### config.mk
export PLATFORM = sky130hd
export DESIGN_NAME = mips_cpu_mem_arbiter
export DESIGN_NICKNAME = d
export VERILOG_FILES = /design/src/rtl/mips_cpu_pkg.sv /design/src/rtl/mips_cpu_mem_timeout.sv /design/src/rtl/mips_cpu_mem_arbiter.sv
export SDC_FILE = /design/constraint.sdc
export NUM_CORES = 1
export LEC_CHECK = 0
export CORE_UTILIZATION = 41
export CTS_CLUSTER_DIAMETER = 80
export CTS_CLUSTER_SIZE = 14
export DETAILED_ROUTE_END_ITERATION = 7
export HOLD_SLACK_MARGIN = 0.05
export PLACE_DENSITY = 0.91
export SYNTH_ARGS = -nofsm -noshare
export SYNTH_HDL_FRONTEND = slang
export SYNTH_HIERARCHICAL = 1
export SYNTH_SLANG_ARGS = --single-unit
### constraint.sdc
create_clock -name clk -period 2.2 [get_ports clk]
set_input_delay 0.66 -clock clk [delete_from_list [all_inputs] [get_ports clk]]
set_output_delay 0.66 -clock clk [all_outputs]
set_load 0.1 [all_outputs]
### src/rtl/mips_cpu_pkg.sv
// Shared types for the CPU memory-side arbiter: FSM states, grant encoding,
// reset grant history and the word-alignment helper.
package mips_cpu_pkg;

  typedef enum logic [1:0] {
    IDLE  = 2'd0,
    ISSUE = 2'd1,
    RESP  = 2'd2
  } state_t;

  typedef enum logic {
    GRANT_I = 1'b0,
    GRANT_D = 1'b1
  } grant_t;

  // Seeding history with fetch makes the first tie after reset go to data.
  localparam grant_t     LAST_GRANT_RST = GRANT_I;
  localparam logic [3:0] BE_FULL        = 4'hF;

  function automatic logic [31:0] word_align(input logic [31:0] addr);
    return addr & 32'hFFFF_FFFC;
  endfunction

endpackage

### src/rtl/mips_cpu_mem_timeout.sv
// Waitrequest watchdog for the memory arbiter; only present when
// MIPS_MEM_ARBITER_TIMEOUT_EN is defined.
`ifdef MIPS_MEM_ARBITER_TIMEOUT_EN
module mips_cpu_mem_timeout
  import mips_cpu_pkg::*;
#(
  parameter int unsigned TIMEOUT_CYCLES = 1024
) (
  input  logic clk,
  input  logic reset,
  input  logic i_clear,
  input  logic i_en,
  output logic o_expired
);

  localparam int unsigned CW = $clog2(TIMEOUT_CYCLES + 1);

  logic [CW-1:0] r_count;

  always_ff @(posedge clk) begin
    if (reset || i_clear) begin
      r_count <= '0;
    end else if (i_en && !o_expired) begin
      r_count <= r_count + 1'b1;
    end
  end

  // Fires on the wait cycle that would bring the count to TIMEOUT_CYCLES.
  assign o_expired = i_en && (r_count == CW'(TIMEOUT_CYCLES - 1));

endmodule
`endif

### src/rtl/mips_cpu_mem_arbiter.sv
// Arbitrates fetch and data-port requests onto one Avalon-style master.
// Optional waitrequest abort is enabled by MIPS_MEM_ARBITER_TIMEOUT_EN.
module mips_cpu_mem_arbiter
  import mips_cpu_pkg::*;
#(
  parameter int unsigned TIMEOUT_CYCLES = 1024
) (
  input  logic        clk,
  input  logic        reset,
  input  logic        i_req,
  input  logic [31:0] i_addr,
  output logic [31:0] i_rdata,
  output logic        i_ready,
  input  logic        d_read,
  input  logic        d_write,
  input  logic [31:0] d_addr,
  input  logic [31:0] d_wdata,
  input  logic [3:0]  d_byteenable,
  output logic [31:0] d_rdata,
  output logic        d_ready,
  output logic        stall,
  output logic        err,
  output logic [31:0] address,
  output logic        read,
  output logic        write,
  output logic [3:0]  byteenable,
  output logic [31:0] writedata,
  input  logic [31:0] readdata,
  input  logic        waitrequest
);

  state_t      r_state, w_state_nxt;
  grant_t      r_grant, r_last_grant, w_grant_sel;
  logic        r_abort, r_read, r_write;
  logic [3:0]  r_byteenable;
  logic [31:0] r_address, r_writedata, r_i_rdata, r_d_rdata;
  logic        w_d_req, w_any_req, w_bus_done, w_abort;
  logic [31:0] w_rdata_in;

  assign w_d_req   = d_read | d_write;
  assign w_any_req = i_req | w_d_req;

  always_comb begin
    w_grant_sel = GRANT_I;
    if (i_req && w_d_req) begin
      w_grant_sel = (r_last_grant == GRANT_I) ? GRANT_D : GRANT_I;
    end else if (w_d_req) begin
      w_grant_sel = GRANT_D;
    end
  end

`ifdef MIPS_MEM_ARBITER_TIMEOUT_EN
  logic w_expired;

  mips_cpu_mem_timeout #(
    .TIMEOUT_CYCLES(TIMEOUT_CYCLES)
  ) u_timeout (
    .clk      (clk),
    .reset    (reset),
    .i_clear  (r_state != ISSUE),
    .i_en     ((r_state == ISSUE) && waitrequest),
    .o_expired(w_expired)
  );

  assign w_abort = w_expired;
`else
  logic w_unused_cfg;
  assign w_unused_cfg = (TIMEOUT_CYCLES == 0);
  assign w_abort      = 1'b0;
`endif

  assign w_bus_done = (r_state == ISSUE) && (!waitrequest || w_abort);
  assign w_rdata_in = w_abort ? 32'h0 : readdata;

  always_ff @(posedge clk) begin
    if (reset) begin
      r_state <= IDLE;
    end else begin
      r_state <= w_state_nxt;
    end
  end

  always_comb begin
    w_state_nxt = r_state;
    case (r_state)
      IDLE:    if (w_any_req) w_state_nxt = ISSUE;
      ISSUE:   if (w_bus_done) w_state_nxt = RESP;
      RESP:    w_state_nxt = IDLE;
      default: w_state_nxt = IDLE;
    endcase
  end

  always_ff @(posedge clk) begin
    if (reset) begin
      r_grant      <= LAST_GRANT_RST;
      r_last_grant <= LAST_GRANT_RST;
      r_abort      <= 1'b0;
      r_read       <= 1'b0;
      r_write      <= 1'b0;
      r_byteenable <= '0;
      r_address    <= '0;
      r_writedata  <= '0;
      r_i_rdata    <= '0;
      r_d_rdata    <= '0;
    end else begin
      if ((r_state == IDLE) && w_any_req) begin
        r_grant      <= w_grant_sel;
        r_last_grant <= w_grant_sel;
        r_abort      <= 1'b0;
        if (w_grant_sel == GRANT_D) begin
          // A write wins when the data port raises both strobes.
          r_address    <= word_align(d_addr);
          r_write      <= d_write;
          r_read       <= !d_write;
          r_byteenable <= d_write ? d_byteenable : BE_FULL;
          r_writedata  <= d_write ? d_wdata : 32'h0;
        end else begin
          r_address    <= word_align(i_addr);
          r_write      <= 1'b0;
          r_read       <= 1'b1;
          r_byteenable <= BE_FULL;
          r_writedata  <= 32'h0;
        end
      end
      if (w_bus_done) begin
        if (r_read && (r_grant == GRANT_I)) r_i_rdata <= w_rdata_in;
        if (r_read && (r_grant == GRANT_D)) r_d_rdata <= w_rdata_in;
        r_read       <= 1'b0;
        r_write      <= 1'b0;
        r_byteenable <= '0;
        r_abort      <= w_abort;
      end
    end
  end

  assign i_ready    = (r_state == RESP) && (r_grant == GRANT_I);
  assign d_ready    = (r_state == RESP) && (r_grant == GRANT_D);
  assign err        = (r_state == RESP) && r_abort;
  assign stall      = w_any_req & ~(i_ready | d_ready);
  assign i_rdata    = r_i_rdata;
  assign d_rdata    = r_d_rdata;
  assign address    = r_address;
  assign read       = r_read;
  assign write      = r_write;
  assign byteenable = r_byteenable;
  assign writedata  = r_writedata;

endmodule

==> summary.md <==
| Metric | Value |
|---|---|
| Outcome | `complete, no violations` |
| Req. time, crit path | `roughly 1500 ps` |
| Commonest non-fill, non-tap cell in the layout | `buf_4` |
| Vias after detailed routing | `approximately 5300` |
| Comb pwr share | `27.3%` |
| Flop pwr share | `35.7%` |
| Setup Viol. Count Final | `0` |
| Sequential cell area fraction in the yosys report | `about half` |
| Clk sinks | `around 140` |
| Detailed Place HPWL | `approximately 12 mm` |
| Crit path arrival time | `around 1400 ps` |
| Maximum fanout along the worst path | `2` |
| Synth warn | `6` |
| Layout cell share with drive strength beyond 1 | `approximately a quarter` |
| Final hold vios | `0` |
| Area growth, synth to finish | `58.08%` |
| First-pass GRT wire length | `26.15 mm` |
| Total CTS buffers | `17` |
| Top-level I/O count | `276` |
| Post-place setup slack | `-145.9 ps` |
| Synthesized area | `between 0.005 and 0.006 mm2` |
| Clk Tree Root Cell | `clkbuf_16` |
| Initial Util | `a little over two fifths` |
| Clock Pin Slew Worst Setup and Hold Paths | `roughly 50 ps` |
| Post-Syn Instances | `602` |
| Tmin final | `approximately 2100 ps` |
| Switching part of the total power | `between 30% and 40%` |
| Dpl cell area | `between 0.008 and 0.009 mm2` |
| F_max | `approximately 0.48 GHz` |
| Final instance area | `about 0.0089 mm2` |
| Vias in the first global route | `approximately 5400` |
| Peak VDD IR | `approximately 0.53 mV` |
| CTS tree | `done` |
| Switch Pwr | `2.547 mW` |
| Final Worst Setup Slack | `around 130 ps` |
| Die Y | `about 120 um` |
| Pwr per Cell Area | `between 800 and 900 mW/mm2` |
| Max Cap Viol | `0` |
| CTS H-Tree Depth | `4` |
| DRT Pass-1 Iters | `4` |
| Internal | `about 4.9 mW` |
| Skew-Pair Late Insertion Delay | `between 400 and 500 ps` |
| Placed cells | `a little over 1000` |
| CP endpoint kind | `output pin` |
| DRT iter0 DRCs | `234` |
| GRT Util Overall | `a little under a quarter` |
| Most frequent cells in the layout | `160 x buf_4, 132 x dfxtp_1, 129 x clkdlybuf4s50_1` |
| Syn avg cell area | `between 9 and 10 um2` |
| DIE AREA | `0.01413 mm2` |
| Die Width | `~120 um` |
| WL per Instance | `around 16 um` |
| Max clock buf depth | `2` |
| Finished Layout Cells | `roughly 1100` |
| Initial antenna violation count | `0` |
| Clock Skew | `~5 ps` |
| Leakage | `approximately 3.8 nW` |
| Startpoint type of the worst setup path | `input pin` |
| Unrepaired setup endpoints after global routing | `false` |
| Pin count of the biggest net entering global routing | `78` |
| Antenna cell count | `0` |
| Drt drc | `0` |
| GP Congestion | `0.7977` |
| Kind of critical path | `input pin to output pin` |
| Post-synthesis cell type count | `34` |
| Net count, final | `about 1000` |
| Period Utilization, post-route | `94.00%` |
| Slew Viols, Final | `0` |
| HP Class | `register to register` |
| Vias per cell | `5.074` |
| FP Rows | `42` |
| Synthesis-stage register bit count | `around 140` |
| Remaining antenna violation count | `0` |
| Core area | `0.01330 mm2` |
| I/O Buffers | `approximately 270` |
| Total wire length | `16.50 mm` |
| Grt total ovfl | `0` |
| Clock share of power | `approximately 37%` |
==> routing by layer <==
| metal | wire length [um] | part of all wire [%] | GRT usage (%) |
|---|---|---|---|
| met2 | 8367 | 51 | 42.91 |
| met1 | 6621 | 40 | 24.96 |
| met3 | 1133 | 6.9 | 7.902 |
| met4 | 374 | 2.3 | 9.415 |
| met5 | 0 | 0 | 0 |
==> state kept, by name (all words and copies together), names as in the netlist <==
signal,count
r_state,2
read,1
write,1
r_last_grant,1
address,30
i_rdata,32
d_rdata,32
writedata,32
byteenable,4
==> worst paths after layout <==
path | startpoint | end | slack [ps] | depth (start not counted)
max | d_read | stall | 130 | 4
min | i_rdata[19] | i_rdata[19] | 470 | 2
max reg2reg | r_state[0] | i_rdata[4] | 700 | 4
min reg2reg | i_rdata[19] | i_rdata[19] | 470 | 2
==> cell families after synthesis <==
group | after synthesis | share of synthesized area (%)
buf+inv | 60 | 5.274
flops | 135 | 48.27
other cells | 1 | 0.06697
mux | 64 | 11.44
simple gates | 204 | 19.64
compound gates | 138 | 15.31
==> cell type report <==
cell class                      count  area [um2]
Clock buffer                       22       474.2
Clock inverter                      8       98.84
Fill cell                        1058        4444
Inverter                            1       3.754
Multi-Input combinational cell    409        2649
Sequential cell                   135        2706
Tap cell                          176       220.2
Timing Repair Buffer              301        2699
==> synthesized netlist by cell type (all sizes together) <==
cell type | number | area share [%]
nand3b | 1 | 0.13
o2bb2ai | 1 | 0.16
nand2 | 62 | 4.2
and3b | 1 | 0.16
mux2i | 64 | 11
nor3 | 1 | 0.29
nand3 | 34 | 3.1
nand2b | 96 | 11
nor3b | 2 | 0.36
dfxtp | 135 | 48
inv | 1 | 0.067
a21boi | 1 | 0.13
a2bb2oi | 1 | 0.27
nor2 | 3 | 0.25
o211a | 1 | 0.18
conb | 1 | 0.067
or2 | 1 | 0.11
a311oi | 30 | 4.7
and3 | 1 | 0.11
or3 | 1 | 0.11
nor2b | 1 | 0.11
o21ai | 34 | 3.0
o221a | 4 | 0.80
clkbuf | 33 | 2.2
buf | 26 | 3.0
a21oi | 65 | 5.8
a211oi | 1 | 0.22
==> worst max-delay path: stages <==
cell and delay (ps):
dlygate4sd2_1 270, nor3_4 240, a21oi_4 60, buf_12 170
==> power groups by stage <==
| stage | registers [mW] | clock network [mW] | logic, mW |
|---|---|---|---|
| finish | 2.67 | 2.77 | 2.05 |
| global route | 2.69 | 2.94 | 2.13 |
| CTS | 2.67 | 2.82 | 2.06 |
| detailed placement | 2.72 | 0 | 2.05 |
| global placement | 2.72 | 0 | 2.04 |
| floorplan | 3.64 | 0 | 0.489 |
==> through the flow <==
stage                     power (mW)  setup TNS (ps)  hold WS (ps)  utilization, %
after floorplan                4.133               0         553.1               -
after global placement         4.757           -3953         457.8           62.21
after detailed placement       4.775           -5734         463.8           62.21
after CTS                      7.553               0         475.5           66.55
after global routing           7.765               0         488.2           66.57
final                          7.495               0         469.4           66.57
==> repair_timing <==
| action | CTS | global route |
|---|---|---|
| hold buffers | 0 | 0 |
| setup endpoints to repair | 2 | 3 |
| buffers inserted | 1 | 0 |
| resized for setup | 4 | 2 |
| pin swaps | 1 | 0 |
(Power assumes the default switching activity.)
